===== config.mk =====
export PLATFORM = sky130hd
export DESIGN_NAME = uart_tx_axis
export DESIGN_NICKNAME = d
export VERILOG_FILES = /design/src/rtl/uart_pkg.sv /design/src/rtl/uart_baud_gen.sv /design/src/rtl/uart_tx_axis.sv
export SDC_FILE = /design/constraint.sdc
export NUM_CORES = 1
export LEC_CHECK = 0
export CAP_MARGIN = 15
export CELL_PAD_IN_SITES_DETAIL_PLACEMENT = 0
export CELL_PAD_IN_SITES_GLOBAL_PLACEMENT = 1
export CORE_MARGIN = 5
export CORE_UTILIZATION = 35
export DETAILED_ROUTE_END_ITERATION = 10
export DONT_BUFFER_PORTS = 1
export GPL_ROUTABILITY_DRIVEN = 0
export MAX_ROUTING_LAYER = met4
export PLACE_DENSITY_LB_ADDON = 0.15
export RECOVER_POWER = 25
export SLEW_MARGIN = 25
export SYNTH_ARGS = -nofsm -noshare
export SYNTH_HDL_FRONTEND = slang
export SYNTH_HIERARCHICAL = 1
export SYNTH_SLANG_ARGS = --single-unit

===== constraint.sdc =====
create_clock -name clk -period 3.3 [get_ports clk]
set_input_delay 0.165 -clock clk [delete_from_list [all_inputs] [get_ports clk]]
set_output_delay 0.165 -clock clk [all_outputs]
set_load 0.02 [all_outputs]

===== src/rtl/uart_pkg.sv =====
// Shared UART definitions used by both the transmit and receive ends of the link.
//   uart_state_e : frame state encoding (common to tx and rx)
//   Parity*      : parity-mode strings accepted by the PARITY parameter
//   baud_div()   : clocks per bit for a given clock frequency and line rate
package uart_pkg;

  typedef enum logic [2:0] {
    StIdle   = 3'd0,
    StStart  = 3'd1,
    StData   = 3'd2,
    StParity = 3'd3,
    StStop   = 3'd4
  } uart_state_e;

  localparam string ParityNone = "none";
  localparam string ParityEven = "even";
  localparam string ParityOdd  = "odd";

  function automatic int unsigned baud_div(input int unsigned clk_freq,
                                           input int unsigned baud);
    return clk_freq / baud;
  endfunction

endpackage


===== src/rtl/uart_baud_gen.sv =====
// Bit-period timer: counts 0..BAUD_DIV-1 and pulses bit_end in the last clock of each bit.
//   clk     : system clock
//   rst     : asynchronous active-high reset
//   restart : synchronous restart, counter is 0 in the clock after it is seen
//   bit_end : high while the counter sits at BAUD_DIV-1
module uart_baud_gen #(
  parameter int unsigned BAUD_DIV = 434
) (
  input  logic clk,
  input  logic rst,
  input  logic restart,
  output logic bit_end
);

  localparam int unsigned CntW = $clog2(BAUD_DIV) + 1;

  logic [CntW-1:0] baud_cnt_q, baud_cnt_d;

  assign bit_end = (baud_cnt_q == CntW'(BAUD_DIV - 1));

  always_comb begin
    baud_cnt_d = baud_cnt_q + 1'b1;
    if (restart || bit_end) begin
      baud_cnt_d = '0;
    end
  end

  always_ff @(posedge clk or posedge rst) begin
    if (rst) begin
      baud_cnt_q <= '0;
    end else begin
      baud_cnt_q <= baud_cnt_d;
    end
  end

endmodule


===== src/rtl/uart_tx_axis.sv =====
// UART transmitter fed by an AXI-Stream byte interface, with a one-word holding register so
// the next word can be queued while the current frame shifts out (no idle gap between frames).
//   clk, rst      : system clock, asynchronous active-high reset
//   s_axis_tdata  : word to transmit (DATA_BITS wide)
//   s_axis_tvalid : upstream word valid
//   s_axis_tready : holding register empty
//   tx            : registered serial line, idle high
//   busy          : a frame is on the line
//   tx_done       : one-clock pulse in the last clock of the final stop bit
module uart_tx_axis
  import uart_pkg::*;
#(
  parameter int unsigned CLK_FREQ  = 50_000_000,
  parameter int unsigned BAUD      = 115200,
  parameter int unsigned DATA_BITS = 8,
  parameter string       PARITY    = "even",
  parameter int unsigned STOP_BITS = 1
) (
  input  logic                 clk,
  input  logic                 rst,
  input  logic [DATA_BITS-1:0] s_axis_tdata,
  input  logic                 s_axis_tvalid,
  output logic                 s_axis_tready,
  output logic                 tx,
  output logic                 busy,
  output logic                 tx_done
);

  localparam int unsigned BaudDiv   = baud_div(CLK_FREQ, BAUD);
  localparam int unsigned BitCntW   = $clog2(DATA_BITS) + 1;
  localparam bit          HasParity = (PARITY != ParityNone);
  localparam bit          OddParity = (PARITY == ParityOdd);

  uart_state_e          state_q, state_d;
  logic                 tx_q, tx_d;
  logic [DATA_BITS-1:0] shift_q, shift_d;
  logic                 par_q, par_d;
  logic [BitCntW-1:0]   bit_cnt_q, bit_cnt_d;
  logic [1:0]           stop_cnt_q, stop_cnt_d;
  logic [DATA_BITS-1:0] hold_data_q, hold_data_d;
  logic                 hold_valid_q, hold_valid_d;

  logic bit_end, load, frame_end, last_data, last_stop, accept;

  uart_baud_gen #(
    .BAUD_DIV (BaudDiv)
  ) u_baud_gen (
    .clk     (clk),
    .rst     (rst),
    .restart (load),
    .bit_end (bit_end)
  );

  assign accept    = s_axis_tvalid && !hold_valid_q;
  assign last_data = (bit_cnt_q == BitCntW'(DATA_BITS - 1));
  assign last_stop = (stop_cnt_q == 2'(STOP_BITS - 1));
  assign frame_end = (state_q == StStop) && bit_end && last_stop;
  // A queued word starts either from idle or straight out of the final stop clock.
  assign load      = hold_valid_q && ((state_q == StIdle) || frame_end);

  assign s_axis_tready = !hold_valid_q;
  assign tx            = tx_q;
  assign busy          = (state_q != StIdle);
  assign tx_done       = frame_end;

  always_comb begin
    state_d      = state_q;
    tx_d         = tx_q;
    shift_d      = shift_q;
    par_d        = par_q;
    bit_cnt_d    = bit_cnt_q;
    stop_cnt_d   = stop_cnt_q;
    hold_data_d  = hold_data_q;
    hold_valid_d = hold_valid_q;

    if (accept) begin
      hold_data_d  = s_axis_tdata;
      hold_valid_d = 1'b1;
    end

    unique case (state_q)
      StIdle: ;
      StStart: begin
        if (bit_end) begin
          state_d   = StData;
          tx_d      = shift_q[0];
          bit_cnt_d = '0;
        end
      end
      StData: begin
        if (bit_end) begin
          if (last_data) begin
            if (HasParity) begin
              state_d = StParity;
              tx_d    = par_q;
            end else begin
              state_d    = StStop;
              tx_d       = 1'b1;
              stop_cnt_d = '0;
            end
          end else begin
            shift_d   = shift_q >> 1;
            tx_d      = shift_q[1];
            bit_cnt_d = bit_cnt_q + 1'b1;
          end
        end
      end
      StParity: begin
        if (bit_end) begin
          state_d    = StStop;
          tx_d       = 1'b1;
          stop_cnt_d = '0;
        end
      end
      StStop: begin
        if (bit_end) begin
          if (last_stop) begin
            state_d = StIdle;
          end else begin
            stop_cnt_d = stop_cnt_q + 1'b1;
          end
        end
      end
      default: begin
        state_d = StIdle;
        tx_d    = 1'b1;
      end
    endcase

    // Load overrides the stop-to-idle transition so back-to-back frames have no gap.
    if (load) begin
      state_d      = StStart;
      tx_d         = 1'b0;
      shift_d      = hold_data_q;
      par_d        = OddParity ? ~^hold_data_q : ^hold_data_q;
      hold_valid_d = 1'b0;
    end
  end

  always_ff @(posedge clk or posedge rst) begin
    if (rst) begin
      state_q      <= StIdle;
      tx_q         <= 1'b1;
      shift_q      <= '0;
      par_q        <= 1'b0;
      bit_cnt_q    <= '0;
      stop_cnt_q   <= '0;
      hold_data_q  <= '0;
      hold_valid_q <= 1'b0;
    end else begin
      state_q      <= state_d;
      tx_q         <= tx_d;
      shift_q      <= shift_d;
      par_q        <= par_d;
      bit_cnt_q    <= bit_cnt_d;
      stop_cnt_q   <= stop_cnt_d;
      hold_data_q  <= hold_data_d;
      hold_valid_q <= hold_valid_d;
    end
  end

endmodule


==> flow_metrics.py <==
metrics = {
    "outcome": {
        "run_status": "finished clean",
    },
    "timing": {
        "clock.fmax_mhz": 397,
        "finalHoldWorstSlack_ns": 0.0240,
        "final.min_clock_period_ns": 2.52,
        "maxSlewViolCount": 0,
        "setup-violations-final": 0,
        "clock-skew-final_ns": 0.00589,
        "timing.slew.headroom_pct": 25.9,
        "fin_crit_sh_pct": 76.4,
        "timing.setup.tns_ns": 0,
        "rsz0062_at_grt": "false",
        "finalHoldViolations": 0,
        "tightestPinTransition_ns": 1.11,
        "postLayoutSetupSlackWorst_ns": 0.779,
    },
    "pwr": {
        "power.density_mw_per_mm2": 711,
        "share_of_total_power_consumed_by_net_switching_pct": 32.4,
        "power.static_leakage_nw": 0.870,
        "power.combinational.fraction_pct": 28.8,
        "ir_drop_mv": 0.329,
        "power.sequential.fraction_pct": 49.1,
        "p_int_mw": 1.02,
        "part_of_the_total_power_dissipated_in_the_clock_network_pct": 22.0,
        "switching_power_mw": 0.488,
    },
    "finish": {
        "most_common_cell_after_layout_fill_and_taps_aside": "sky130_fd_sc_hd__dfrtp_1",
        "areaGrowthSynthToFinish_pct": 7.70,
        "multi_input_area_um2": 907,
        "storage_element_area_um2": 952,
        "design.final.nets": 204,
        "leading_cell_types_in_the_layout_fill_and_taps_excluded": "sky130_fd_sc_hd__dfrtp_1, sky130_fd_sc_hd__nor2_1, sky130_fd_sc_hd__inv_1, sky130_fd_sc_hd__a21oi_1, sky130_fd_sc_hd__xnor2_1",
        "filler_cell_count": 545,
        "n_antenna_cell": 0,
        "final_layout_size_suffix_gt1_share_pct": 12.6,
    },
    "die": {
        "boundaryPins": 15,
        "core.rowCount": 27,
        "die-width_um": 84.9,
        "die-area_mm2": 0.00721,
        "dieHeight_um": 84.9,
        "initial_utilization_pct": 35.9,
        "core_region_area_mm2": 0.00547,
    },
    "cts": {
        "h-tree-depth": 2,
        "post_cts_buffers": 0,
        "resized_gates_after_cts": 0,
        "clk_latency_ns": 0.29,
        "cts-root-to-sink-buffers": 2,
        "clock-sinks": 38,
        "cts_tree": "done",
        "clk_root_buffer_cell": "sky130_fd_sc_hd__clkbuf_8",
        "clk_slew_on_worst_s_h_paths_ns": 0.08,
        "cts_buffers": 5,
    },
    "critical_path": {
        "req_time_crit_path_ns": 3.48,
        "crit_chain": "inv_1 -> ha_1 -> or4b_4 -> nor3_1 -> buf_4 -> nand2b_1 -> nor3_4 -> nor2_2 -> a22o_1",
        "timing.critical_path.fanout_max": 11,
        "critPathKind": "flop to flop",
        "critical_path_arrival_ns": 2.70,
        "critPathMaxStageDelay_ns": 0.47,
        "critical-path-top-delay-family": "simple AND/OR/NAND/NOR gates",
        "end_kind": "flop",
        "critical-path-slowest-cell": "sky130_fd_sc_hd__or4b_4",
        "critical_path_buf_inv_count": 2,
        "crit_start_category": "flop",
    },
    "placed_design": {
        "pre_cts_ws_ns": 0.761,
        "dpl.hpwl_um": 2730,
        "placement.io_buffers": 0,
    },
    "drt": {
        "route.detailed.drc": 0,
        "wl_um": 3750,
        "drtAntennaViolNets": 0,
        "first_pass_iters": 4,
        "initialDrtViolationCount": 64,
        "viasPerCell": 5.26,
        "num_vias": 1378,
        "post_drt_wl_per_cell_um": 14.3,
    },
    "synth": {
        "synth.avg_cell_area_um2": 10.5,
        "async_flop_share_pct": 100,
        "post_synth_instance_area_mm2": 0.00197,
        "mappedNetlistNets": 203,
        "seq_area_frac_synth_pct": 48.4,
        "number_of_flops_mapped_to_enable_cells_by_yosys": 0,
        "synth_warnings": 6,
        "synthFlopType": "sky130_fd_sc_hd__dfrtp_1",
        "count_of_cell_types_in_the_netlist": 46,
        "post_synth_inst_count": 188,
        "ys_ff_latch": 38,
    },
    "global_route": {
        "grt_pass1_wl_um": 6480,
        "first_global_vias": 1429,
        "grt_start_max_net_pins": 29,
        "global_route.usage.total_pct": 11.4,
        "grt_antenna_before_repair": 0,
        "grt_overflow_total": 0,
    },
    "job": {
        "maxCapViolations": 0,
    },
    "min_path": {
        "worstHoldPathType": "input port to flop",
    },
}
final timing paths:
| check | start | endpoint | slack [ns] | depth (start not counted) |
|---|---|---|---|---|
| worst max-delay path | u_baud_gen/baud_cnt_q[1]$_DFF_PP0_ | shift_q[7]$_DFFE_PP0P_ | 0.78 | 9 |
| worst min-delay path | s_axis_tdata[1] | hold_data_q[1]$_DFFE_PP0P_ | 0.02 | 1 |
| worst max register to register | u_baud_gen/baud_cnt_q[1]$_DFF_PP0_ | shift_q[7]$_DFFE_PP0P_ | 0.78 | 9 |
| worst min register to register | shift_q[6]$_DFFE_PP0P_ | shift_q[6]$_DFFE_PP0P_ | 0.48 | 1 |
| max in group asynchronous | rst | shift_q[4]$_DFFE_PP0P_ | 2.01 | 2 |
| min in group asynchronous | rst | u_baud_gen/baud_cnt_q[7]$_DFF_PP0_ | 0.31 | 2 |
layer usage:
| metal | global-route usage (%) | part of all wire, % | wire length [um] | up-vias |
|---|---|---|---|---|
| met2 | 19.0 | 52 | 1930 | 22 |
| li1 | - | - | - | 670 |
| met1 | 13.3 | 44 | 1650 | 682 |
| met4 | 3.45 | 0.85 | 32 | 0 |
| met3 | 3.40 | 3.4 | 129 | 4 |
| met5 | - | 0 | 0 | - |
timing repair:
action	CTS	global route
endpoints found under the setup margin	0	0
endpoints found under the hold margin	38	0
hold buffers	2	0
area by class of cell:
cell class	count	area share (%)
clock buffers	6	3.90
clock inverters	2	0.591
inverters	12	2.13
multi-input cells	129	42.8
flip-flops and latches	38	45.0
well taps	72	4.26
repair buffers	3	1.30
power by group through the flow:
| stage | sequential, mW | clock [mW] | combinational [mW] |
|---|---|---|---|
| global placement | 0.747 | 0 | 0.428 |
| detailed placement | 0.749 | 0 | 0.443 |
| floorplan | 0.711 | 0 | 0.395 |
| global route | 0.766 | 0.365 | 0.500 |
| CTS | 0.740 | 0.345 | 0.447 |
| finish | 0.740 | 0.332 | 0.434 |
through the flow:
stage	utilization [%]	power [mW]	instances	area [um2]
2_1_floorplan	-	1.11	188	1970
3_3_place_gp	36.6	1.17	252	2000
3_5_place_dp	36.6	1.19	252	2000
4_1_cts	38.7	1.53	262	2120
5_1_grt	38.7	1.63	262	2120
6_report	38.7	1.51	262	2120
cells in the mapped netlist (2+ instances only):
library cell	instances	share of area, %
sky130_fd_sc_hd__mux2_2	8	4.6
sky130_fd_sc_hd__nand3_1	4	1.0
sky130_fd_sc_hd__mux2i_1	3	1.5
sky130_fd_sc_hd__nor2b_1	2	0.64
sky130_fd_sc_hd__o22ai_1	3	0.95
sky130_fd_sc_hd__a32oi_1	2	0.89
sky130_fd_sc_hd__or3_1	3	0.95
sky130_fd_sc_hd__nand4_1	3	0.95
sky130_fd_sc_hd__o31ai_1	2	0.76
sky130_fd_sc_hd__ha_1	4	2.5
sky130_fd_sc_hd__a21oi_1	12	3.1
sky130_fd_sc_hd__dfrtp_1	37	47
sky130_fd_sc_hd__a21o_1	6	2.3
sky130_fd_sc_hd__inv_1	12	2.3
sky130_fd_sc_hd__a22o_1	7	3.1
sky130_fd_sc_hd__o21ai_1	4	1.0
sky130_fd_sc_hd__o21ai_0	7	1.8
sky130_fd_sc_hd__nor2_1	17	3.2
sky130_fd_sc_hd__nor3_1	2	0.51
sky130_fd_sc_hd__or4_1	2	0.76
sky130_fd_sc_hd__clkbuf_1	4	0.76
sky130_fd_sc_hd__xnor2_1	10	4.5
sky130_fd_sc_hd__nand2_1	8	1.5
sky130_fd_sc_hd__nand2b_1	2	0.64
sky130_fd_sc_hd__buf_6	3	1.7
sequential cells by signal, summed over array words and instances, names as in the netlist:
signal / cells
par_q: 1
hold_data_q: 8
hold_valid_q: 1
u_baud_gen/baud_cnt_q: 10
tx: 1
bit_cnt_q: 4
shift_q: 8
stop_cnt_q: 2
state_q: 3
logic make-up (layout without fill, tap and decap cells):
group                    count (synthesis)  after routing  synth area share, %
AO/OA/AOI/OAI                           49             49                 17.1
buffers and inverters                   21             23                 5.41
flip-flops                              38             38                 48.4
adder cells (fa/ha/maj)                  4              4                 2.55
AND/OR/NAND/NOR                         53             53                 15.0
XOR/XNOR                                11             11                 4.90
multiplexers                            12             12                 6.68
No activity file was read; power rests on OpenSTA's default activity.
